===== config.mk =====
export PLATFORM = sky130hd
export DESIGN_NAME = cmd_sched_flat
export DESIGN_NICKNAME = d
export VERILOG_FILES = /design/src/rtl/cmd_sched_pkg.sv /design/src/rtl/cmd_sched_if.sv /design/src/rtl/cmd_fifo.sv /design/src/rtl/cmd_sched.sv /design/src/flat_wrapper.sv
export SDC_FILE = /design/constraint.sdc
export NUM_CORES = 1
export LEC_CHECK = 0
export BUFFER_PORTS_ARGS = -buffer_cell sky130_fd_sc_hd__clkbuf_2
export CORE_MARGIN = 2
export CORE_UTILIZATION = 60
export CTS_CLUSTER_DIAMETER = 60
export DETAILED_ROUTE_END_ITERATION = 10
export PLACE_DENSITY = 0.93
export SYNTH_ARGS = -nofsm -noshare
export SYNTH_HDL_FRONTEND = slang
export SYNTH_SLANG_ARGS = --single-unit
export TNS_END_PERCENT = 20

===== constraint.sdc =====
create_clock -name clk -period 5 [get_ports clk]
set_input_delay 0.5 -clock clk [delete_from_list [all_inputs] [get_ports clk]]
set_output_delay 0.5 -clock clk [all_outputs]
set_load 0.1 [all_outputs]

===== src/rtl/cmd_sched_pkg.sv =====
// Shared types and constants for the command scheduler: word width, arbitration
// source encoding, watchdog states and stall-timer terminal values.
package cmd_sched_pkg;

    localparam int CMD_W = 16;
    localparam int TMR_W = 22;

    // Terminal timer values: stall fires on the edge after the timer holds this value,
    // i.e. 2^12 or 2^22 cycles after the watchdog starts timing.
    localparam logic [TMR_W-1:0] STALL_FAST = 22'd4095;
    localparam logic [TMR_W-1:0] STALL_SLOW = 22'h3F_FFFF;

    typedef enum logic {SRC_UART = 1'b0, SRC_AUX = 1'b1} src_t;

    typedef enum logic [1:0] {IDLE = 2'd0, WAIT = 2'd1, STALLED = 2'd2} wd_state_t;

endpackage


===== src/rtl/cmd_sched_if.sv =====
// Bundle of the source handshakes, the consumer handshake and status seen by cmd_sched.
// slave is the scheduler's view, master is the surrounding system's view.
interface cmd_sched_if #(
    parameter int DEPTH = 4
) ();
    import cmd_sched_pkg::*;

    localparam int CNT_W = $clog2(DEPTH) + 1;

    logic [CMD_W-1:0] uart_cmd;
    logic             uart_rdy;
    logic             uart_clr;
    logic [CMD_W-1:0] aux_cmd;
    logic             aux_vld;
    logic             aux_ack;
    logic [CMD_W-1:0] cmd;
    logic             cmd_rdy;
    logic             clr_cmd_rdy;
    logic             flush;
    logic [CNT_W-1:0] count;
    logic             full;
    logic             stall;

    modport slave (
        input  uart_cmd, uart_rdy, aux_cmd, aux_vld, clr_cmd_rdy, flush,
        output uart_clr, aux_ack, cmd, cmd_rdy, count, full, stall
    );

    modport master (
        output uart_cmd, uart_rdy, aux_cmd, aux_vld, clr_cmd_rdy, flush,
        input  uart_clr, aux_ack, cmd, cmd_rdy, count, full, stall
    );

endinterface


===== src/rtl/cmd_fifo.sv =====
// Register-array FIFO with separate occupancy count; flush beats push and pop.
// Head word is read combinationally from the registered array.
module cmd_fifo #(
    parameter int DEPTH = 4,
    parameter int W     = 16
) (
    input  logic                    clk,
    input  logic                    rst,
    input  logic                    push,
    input  logic                    pop,
    input  logic                    flush,
    input  logic [W-1:0]            wdata,
    output logic [W-1:0]            rdata,
    output logic [$clog2(DEPTH):0]  count,
    output logic                    full,
    output logic                    empty
);
    localparam int AW = $clog2(DEPTH);

    logic [W-1:0]  mem_q [DEPTH];
    logic [W-1:0]  mem_d [DEPTH];
    logic [AW-1:0] wr_ptr_q, wr_ptr_d;
    logic [AW-1:0] rd_ptr_q, rd_ptr_d;
    logic [AW:0]   count_q, count_d;
    logic          push_ok, pop_ok;

    assign empty = (count_q == '0);
    assign full  = (count_q == (AW+1)'(DEPTH));
    assign count = count_q;
    assign rdata = mem_q[rd_ptr_q];

    // Next-state for storage, pointers and occupancy.
    always_comb begin
        pop_ok   = pop & ~empty;
        push_ok  = push & (~full | pop_ok);
        mem_d    = mem_q;
        wr_ptr_d = wr_ptr_q;
        rd_ptr_d = rd_ptr_q;
        count_d  = count_q;
        if (flush) begin
            wr_ptr_d = '0;
            rd_ptr_d = '0;
            count_d  = '0;
        end else begin
            if (push_ok) begin
                mem_d[wr_ptr_q] = wdata;
                wr_ptr_d        = wr_ptr_q + 1'b1;
            end else begin
                wr_ptr_d = wr_ptr_q;
            end
            if (pop_ok) begin
                rd_ptr_d = rd_ptr_q + 1'b1;
            end else begin
                rd_ptr_d = rd_ptr_q;
            end
            case ({push_ok, pop_ok})
                2'b10:   count_d = count_q + 1'b1;
                2'b01:   count_d = count_q - 1'b1;
                default: count_d = count_q;
            endcase
        end
    end

    // FIFO state registers.
    always_ff @(posedge clk or posedge rst) begin
        if (rst) begin
            mem_q    <= '{default: '0};
            wr_ptr_q <= '0;
            rd_ptr_q <= '0;
            count_q  <= '0;
        end else begin
            mem_q    <= mem_d;
            wr_ptr_q <= wr_ptr_d;
            rd_ptr_q <= rd_ptr_d;
            count_q  <= count_d;
        end
    end

endmodule


===== src/rtl/cmd_sched.sv =====
// Round-robin arbiter of UART and auxiliary command sources into a FIFO, presenting
// the head with a cmd/cmd_rdy/clr_cmd_rdy handshake, plus a consumer-stall watchdog.
module cmd_sched
    import cmd_sched_pkg::*;
#(
    parameter int DEPTH    = 4,
    parameter bit FAST_SIM = 1'b1
) (
    input  logic           clk,
    input  logic           rst,
    cmd_sched_if.slave     bus
);
    localparam int CNT_W = $clog2(DEPTH) + 1;
    localparam logic [TMR_W-1:0] STALL_LIM = FAST_SIM ? STALL_FAST : STALL_SLOW;

    src_t             last_q, last_d;
    logic             uart_clr_q, aux_ack_q;
    logic             req_u, req_a, space;
    logic             grant_u, grant_a, push, pop, fifo_empties;
    logic [CMD_W-1:0] push_word, head;
    logic [CNT_W-1:0] fifo_count;
    logic             fifo_full, fifo_empty;
    wd_state_t        wd_state_q;
    logic [TMR_W-1:0] timer_q;
    logic             stall_q;

    // Request masking, round-robin grant and push/pop strobes.
    always_comb begin
        req_u   = bus.uart_rdy & ~uart_clr_q;
        req_a   = bus.aux_vld & ~aux_ack_q;
        space   = ~fifo_full | bus.clr_cmd_rdy;
        grant_u = 1'b0;
        grant_a = 1'b0;
        if (~rst & ~bus.flush & space) begin
            if (req_u & req_a) begin
                if (last_q == SRC_UART) begin
                    grant_a = 1'b1;
                end else begin
                    grant_u = 1'b1;
                end
            end else begin
                grant_u = req_u;
                grant_a = req_a;
            end
        end else begin
            grant_u = 1'b0;
            grant_a = 1'b0;
        end
        if (grant_u) begin
            last_d = SRC_UART;
        end else if (grant_a) begin
            last_d = SRC_AUX;
        end else begin
            last_d = last_q;
        end
        push         = grant_u | grant_a;
        push_word    = grant_u ? bus.uart_cmd : bus.aux_cmd;
        pop          = bus.clr_cmd_rdy & ~fifo_empty;
        fifo_empties = (fifo_count == CNT_W'(1)) & ~push;
    end

    // Last-grant memory and one-cycle echoes of the accept pulses.
    always_ff @(posedge clk or posedge rst) begin
        if (rst) begin
            last_q     <= SRC_AUX;
            uart_clr_q <= 1'b0;
            aux_ack_q  <= 1'b0;
        end else begin
            last_q     <= last_d;
            uart_clr_q <= grant_u;
            aux_ack_q  <= grant_a;
        end
    end

    cmd_fifo #(
        .DEPTH (DEPTH),
        .W     (CMD_W)
    ) u_fifo (
        .clk   (clk),
        .rst   (rst),
        .push  (push),
        .pop   (pop),
        .flush (bus.flush),
        .wdata (push_word),
        .rdata (head),
        .count (fifo_count),
        .full  (fifo_full),
        .empty (fifo_empty)
    );

    // Stall watchdog: times how long the head waits without being consumed.
    always_ff @(posedge clk or posedge rst) begin
        if (rst) begin
            wd_state_q <= IDLE;
            timer_q    <= '0;
            stall_q    <= 1'b0;
        end else if (bus.flush) begin
            wd_state_q <= IDLE;
            timer_q    <= '0;
            stall_q    <= 1'b0;
        end else begin
            case (wd_state_q)
                IDLE: begin
                    if (~fifo_empty) begin
                        wd_state_q <= WAIT;
                        timer_q    <= '0;
                    end
                end
                WAIT: begin
                    if (pop) begin
                        wd_state_q <= fifo_empties ? IDLE : WAIT;
                        timer_q    <= '0;
                    end else if (timer_q == STALL_LIM) begin
                        wd_state_q <= STALLED;
                        stall_q    <= 1'b1;
                    end else begin
                        timer_q <= timer_q + 1'b1;
                    end
                end
                STALLED: begin
                    if (pop) begin
                        wd_state_q <= WAIT;
                        timer_q    <= '0;
                    end
                end
                default: begin
                    wd_state_q <= IDLE;
                    timer_q    <= '0;
                end
            endcase
        end
    end

    assign bus.uart_clr = grant_u;
    assign bus.aux_ack  = grant_a;
    assign bus.cmd      = head;
    assign bus.cmd_rdy  = ~fifo_empty;
    assign bus.count    = fifo_count;
    assign bus.full     = fifo_full;
    assign bus.stall    = stall_q;

endmodule


===== src/flat_wrapper.sv =====
// flat-port wrapper written by rule: the top's interface ports become plain ports
module cmd_sched_flat import cmd_sched_pkg::*;
#(
    parameter int DEPTH    = 4,
    parameter bit FAST_SIM = 1'b1
)
  (clk, rst, bus_uart_cmd, bus_uart_rdy, bus_aux_cmd, bus_aux_vld, bus_clr_cmd_rdy, bus_flush, bus_uart_clr, bus_aux_ack, bus_cmd, bus_cmd_rdy, bus_count, bus_full, bus_stall);
  cmd_sched_if #(.DEPTH(DEPTH)) bus_i ();
  input  logic clk;
  input  logic rst;
  input wire logic [$bits(bus_i.uart_cmd)-1:0] bus_uart_cmd;
  input wire logic [$bits(bus_i.uart_rdy)-1:0] bus_uart_rdy;
  input wire logic [$bits(bus_i.aux_cmd)-1:0] bus_aux_cmd;
  input wire logic [$bits(bus_i.aux_vld)-1:0] bus_aux_vld;
  input wire logic [$bits(bus_i.clr_cmd_rdy)-1:0] bus_clr_cmd_rdy;
  input wire logic [$bits(bus_i.flush)-1:0] bus_flush;
  output wire logic [$bits(bus_i.uart_clr)-1:0] bus_uart_clr;
  output wire logic [$bits(bus_i.aux_ack)-1:0] bus_aux_ack;
  output wire logic [$bits(bus_i.cmd)-1:0] bus_cmd;
  output wire logic [$bits(bus_i.cmd_rdy)-1:0] bus_cmd_rdy;
  output wire logic [$bits(bus_i.count)-1:0] bus_count;
  output wire logic [$bits(bus_i.full)-1:0] bus_full;
  output wire logic [$bits(bus_i.stall)-1:0] bus_stall;
  assign bus_i.uart_cmd = bus_uart_cmd;
  assign bus_i.uart_rdy = bus_uart_rdy;
  assign bus_i.aux_cmd = bus_aux_cmd;
  assign bus_i.aux_vld = bus_aux_vld;
  assign bus_i.clr_cmd_rdy = bus_clr_cmd_rdy;
  assign bus_i.flush = bus_flush;
  assign bus_uart_clr = bus_i.uart_clr;
  assign bus_aux_ack = bus_i.aux_ack;
  assign bus_cmd = bus_i.cmd;
  assign bus_cmd_rdy = bus_i.cmd_rdy;
  assign bus_count = bus_i.count;
  assign bus_full = bus_i.full;
  assign bus_stall = bus_i.stall;
  cmd_sched #(.DEPTH(DEPTH), .FAST_SIM(FAST_SIM)) u_core (.clk(clk), .rst(rst), .bus(bus_i));
endmodule

Word level (Yosys, flattened, before mapping)
Index checks and enable logic that the tools add are counted.
{"block": "word_totals", "register_bits": 99, "latchBits": 0, "mem_bits_rw": 0, "rom_bits": 0, "inputBits": 38, "output_inout_bits": 24, "wordCells": 105, "memories": 0}
{"block": "op_classes", "n_addsub": 5, "mul": 0, "div": 0, "order_cmp": 3, "n_eq_ne": 12, "shifts": 0, "muxes": 38, "bitwise_logic": 21, "n_reduce_logical": 13}
{"cell": "2-to-1 mux 22 bit", "n": 5}
{"cell": "case mux 22 bit (3 select lines)", "n": 1}
{"cell": "bitwise mux 64 bit", "n": 1}
{"cell": "2-to-1 mux 16 bit", "n": 4}
{"cell": "binary-select mux 16 bit (select 2 bit)", "n": 1}
{"cell": "demux 16 bit (select 2 bit)", "n": 1}
{"cell": "adder 22 x 1 -> 22 bit, second input constant", "n": 1}
{"cell": "== test 22 x 12 -> 1 bit, second input constant", "n": 1}
{"cell": "2-to-1 mux 2 bit", "n": 9}
{"cell": "2-to-1 mux 1 bit", "n": 13}
{"cell": "nonzero test 2 bit", "n": 5}
{"cell": "bitwise AND 1 bit", "n": 9}
{"cell": "AND reduction 3 bit", "n": 3}
{"cell": "NOT 1 bit", "n": 7}
{"cell": "greater-or-equal comparator 3 bit, second input constant", "n": 2}
{"cell": "!= test 3 bit, second input constant", "n": 2}
{"cell": "NOT 2 -> 3 bit", "n": 2}
{"cell": "case mux 2 bit (3 select lines)", "n": 1}
{"cell": "case mux 3 bit (2 select lines)", "n": 1}
{"cell": "adder 2 x 1 -> 2 bit, second input constant", "n": 2}
{"cell": "== test 2 x 1 -> 1 bit, second input constant", "n": 2}
{"cell": "== test 2 bit, second input constant", "n": 2}
{"cell": "!= test 4 x 3 -> 1 bit, second input constant", "n": 1}
{"cell": "!= test 4 bit, second input constant", "n": 1}
{"cell": "other kinds (13)", "n": 15}

Longest topological paths before layout
{"block": "depth", "word_depth": 12, "ltp_mapped": 9, "depth_no_buf": 8}

By module
A second synthesis with hierarchy kept.
{"block": "hier_totals", "cells_unflattened": 426, "area_unflattened_um2": 5253.8}
{"module": "cmd_fifo", "n_inst": 1, "cells_per_inst": 219, "area_each_um2": 3467.1, "seq_area_each_um2": 1776.7}
{"module": "cmd_sched", "n_inst": 1, "cells_per_inst": 207, "area_each_um2": 1786.7, "seq_area_each_um2": 701.9}

Worst setup path before layout
No wires, ideal clock.
{"block": "synth_timing", "path_type": "register to output", "start": "register u_core.u_fifo.count_q[1], in the netlist u_core.u_fifo.count[1]", "end": "output bus_aux_ack", "arrival_time_ps": 3882, "t_required_ps": 4500, "slack_ps": 618, "stages_incl_launch_ff": 6, "path_buffers": 0, "path_cell_list": "dfrtp_1 -> inv_1 -> ha_1 -> nand2_1 -> o21ai_0 -> a211oi_1"}
{"block": "synth_between", "elab_chain_len": 5}
{"item": "start, declared", "line": "cmd_fifo.sv:24", "text": "logic [AW:0] count_q, count_d;"}
{"item": "start signal, assigned", "line": "cmd_fifo.sv:75", "text": "count_q <= count_d;"}
{"item": "== test 3 bit", "line": "cmd_fifo.sv:28", "text": "assign full = (count_q == (AW+1)'(DEPTH));"}
{"item": "NOT 1 bit", "line": "cmd_sched.sv:31", "text": "space = ~fifo_full | bus.clr_cmd_rdy;"}
{"item": "OR 1 bit", "line": "cmd_sched.sv:31"}
{"item": "bitwise AND 1 bit", "line": "cmd_sched.sv:34", "text": "if (~rst & ~bus.flush & space) begin"}
{"item": "2-to-1 mux 1 bit", "line": "cmd_sched.sv:34"}
{"item": "end, declared", "line": "flat_wrapper.sv:18", "text": "output wire logic [$bits(bus_i.aux_ack)-1:0] bus_aux_ack;"}
Every way passes these cells.

Worst setup path after layout
{"block": "layout_timing", "start": "register u_core.u_fifo.count_q[0], in the netlist u_core.u_fifo.count[0]", "end": "output bus_uart_clr"}
{"block": "layout_between", "elab_chain_len": 5}
{"item": "== test 3 bit", "line": "cmd_fifo.sv:28"}
{"item": "NOT 1 bit", "line": "cmd_sched.sv:31"}
{"item": "OR 1 bit", "line": "cmd_sched.sv:31"}
{"item": "bitwise AND 1 bit", "line": "cmd_sched.sv:34"}
{"item": "2-to-1 mux 1 bit", "line": "cmd_sched.sv:34"}
{"item": "end, declared", "line": "flat_wrapper.sv:17", "text": "output wire logic [$bits(bus_i.uart_clr)-1:0] bus_uart_clr;"}
Every way passes these cells.

==> qor.csv <==
metric,value,unit
outcome,"finished, final reports clean",
VDD IR max,452,uV
final hold violation count,0,
Fin Setup TNS,0,ns
die width,93.1,um
synth unique cells,48,
yosys warns,0,
worst-path maximum fanout,18,
part of the cycle the worst path needs,61.9,%
fillcell total,541,
Critical Path RT,4.50,ns
Root Driver,clkbuf_8,
CTS resizes,0,
"most common cell after layout, fill and taps aside",dfrtp_1,
die area,0.00867,mm2
nets@finish,556,
H-tree depth,3,
Initial Util,61.6,%
worst-path cell chain,inv_1 > ha_1 > nand2_1 > o21ai_0 > or2_2 > inv_1 > clkbuf_2,
vias in the first global route,3704,
synth-to-layout area growth,11.1,%
drt drc,0,
PortBufs,61,
cell mode on critical path,inv_1,
endpoint class of the critical path,output port,
Final Wtd Congestion,0.766,
Tmin final,3.09,ns
drt initial violations,422,
Core Box Area,0.00773,mm2
Leakage Power,2.47,nW
PnR Total Power,3.27,mW
# Post-CTS Setup Buffers,0,
crit path launch,u_core.u_fifo.count[0]$_DFFE_PP0P_,
Gate Count Post-Synth,460,
total global-route track usage,26.3,%
"Clk pin slew, worst setup/hold paths",0.10,ns
mapped cell area,0.00476,mm2
placement row count,32,
Final ANT Viol Nets,0,
Final Non-Filler Cells,616,
"Net Count, Synth",507,
utilization after layout,68.5,%
Overflow after GRT,0,
vias per cell,6.20,
first-pass GRT wire length,17.8,mm
WL per Instance,17.1,um
CTS sink count,99,
max-slew violation count,0,
worst slew pin tran,1.02,ns
DP HPWL,7.16,mm
Yosys top cell area share,51.5,%
Worst-Skew Late Latency,0.38,ns
"Slowest-stage cell, CP",or2_2,
Die Y,93.1,um
total of max-cap violations,0,
Post-synth EDFFs,0,
Most used DFF post-synth,dfrtp_1,
initial antenna violation count,0,
CP max stage delay,0.56,ns
asr flop ratio synth,100,%
sequential share of the synthesized area,52.0,%
max_slew headroom,31.9,%
Startpoint Class,flop,
hold_buf cts,0,
RSZ-0062 raised after global routing,false,
placed cells,600,
most frequent cells in the layout,"dfrtp_1 (98), nand2_1 (83), o21ai_0 (76)",
IO Count,62,
Clock Tree Buf Depth,2,
layout cells sized above 1,20.6,%
TritonCTS clock tree,done,
power per cell area,617,mW/mm2
CTS Buf Count,9,
Worst EP arrival,2.59,ns
Fin Clk Skew,0.0107,ns
Synth area leader,dfrtp_1,
Area contributors post-synth,"dfrtp_1 (51%), o21ai_0 (8.0%), mux4_2 (7.6%)",
worst hold slack,0.106,ns
Hold Path Class,input pin to async pin,
largest net degree at the start of global routing,76,
CP Class,flop to output port,
number of synthesized register bits,99,
worst reg2reg startpoint,u_core.u_fifo.count[0]$_DFFE_PP0P_,
router iterations before antenna repair,5,
Vias,3819,
Post-Syn Area per Cell,10.4,um2
ANT cells,0,
Highest Clock Rate,0.323,GHz
total wire length,10.5,mm
Final Setup Violations,0,
routing by layer:
metal | wire [um] | vias up | global-route usage, %
met5 | 0 | - | 0
met4 | 249 | 0 | 11.5
met3 | 656 | 26 | 4.51
met2 | 5290 | 177 | 42.4
met1 | 4330 | 1868 | 35.4
li1 | - | 1748 | -
synth_stat cells, types with 4 or more instances:
library cell,count
a21oi_1,15
buf_2,7
clkbuf_1,15
dfrtp_1,98
ha_1,9
inv_1,14
mux2i_1,16
mux4_2,16
nand2_1,83
nand3_1,11
nand4_1,4
nor2_1,12
nor3_1,4
o21a_1,5
o21ai_0,76
o311ai_0,4
o31ai_1,9
or3_1,6
or4_1,6
where the power goes:
group          switching, mW  internal, mW
Sequential             0.162          1.03
Clock                  0.301         0.193
Combinational           1.20         0.375
Total                   1.66          1.60
state kept, by name, summed over array words and instances, names as in the netlist:
register and cells:
u_core.u_fifo.mem_q 64, u_core.u_fifo.count 3, u_core.last_q 1, u_core.wd_state_q 2, u_core.aux_ack_q 1, u_core.bus.stall 1, u_core.uart_clr_q 1, u_core.u_fifo.wr_ptr_q 2
u_core.timer_q 22, u_core.u_fifo.rd_ptr_q 2
layout make-up:
class / count / area [um2] / share of cell area (%)
multi-input combinational: 320 / 2110 / 39.9
timing repair buffer: 64 / 328 / 6.20
inverter: 15 / 57.6 / 1.09
sequential: 99 / 2480 / 46.9
clock inverter: 6 / 57.6 / 1.09
clock buffer: 10 / 128 / 2.41
tap: 102 / 128 / 2.41
through the flow:
| step | instance area, um2 | setup slack (ns) |
|---|---|---|
| final | 5290 | 1.91 |
| after floorplan | 4760 | 0.618 |
| after global routing | 5290 | 1.77 |
| after detailed placement | 5100 | 2.33 |
| after CTS | 5290 | 1.90 |
| after global placement | 5100 | 2.37 |
logic make-up after synthesis:
kind of cell	Yosys count	synth area share, %
AND/OR/NAND/NOR	146	14.2
AO/OA/AOI/OAI	126	15.5
flip-flops	99	52.0
buffers and inverters	41	3.57
multiplexers	34	11.4
adder cells (fa/ha/maj)	9	2.36
XOR/XNOR	5	0.920
worst paths after layout:
kind	end	slack [ns]	cells past startpoint
worst max-delay path	bus_uart_clr	1.91	7
max in group asynchronous	u_core.u_fifo.mem_q[62]$_DFFE_PP0P_	3.65	3
min in group clk	u_core.aux_ack_q$_DFF_PP0_	0.42	3
worst max register to register	u_core.timer_q[15]$_DFFE_PP0P_	2.42	8
worst min-delay path	u_core.wd_state_q[1]$_DFFE_PP0P_	0.11	2
worst min register to register	u_core.timer_q[4]$_DFFE_PP0P_	0.48	1
worst max-delay path, delay by kind of cell, from the launching register on:
family	cells	cell delay, ns
and+or+nand+nor	2	0.67
buffers and inverters	3	0.74
adders and majority gates	1	0.22
DFF	1	0.48
AOI/OAI and AO/OA	1	0.11
Power figures use the tool's default switching activity.
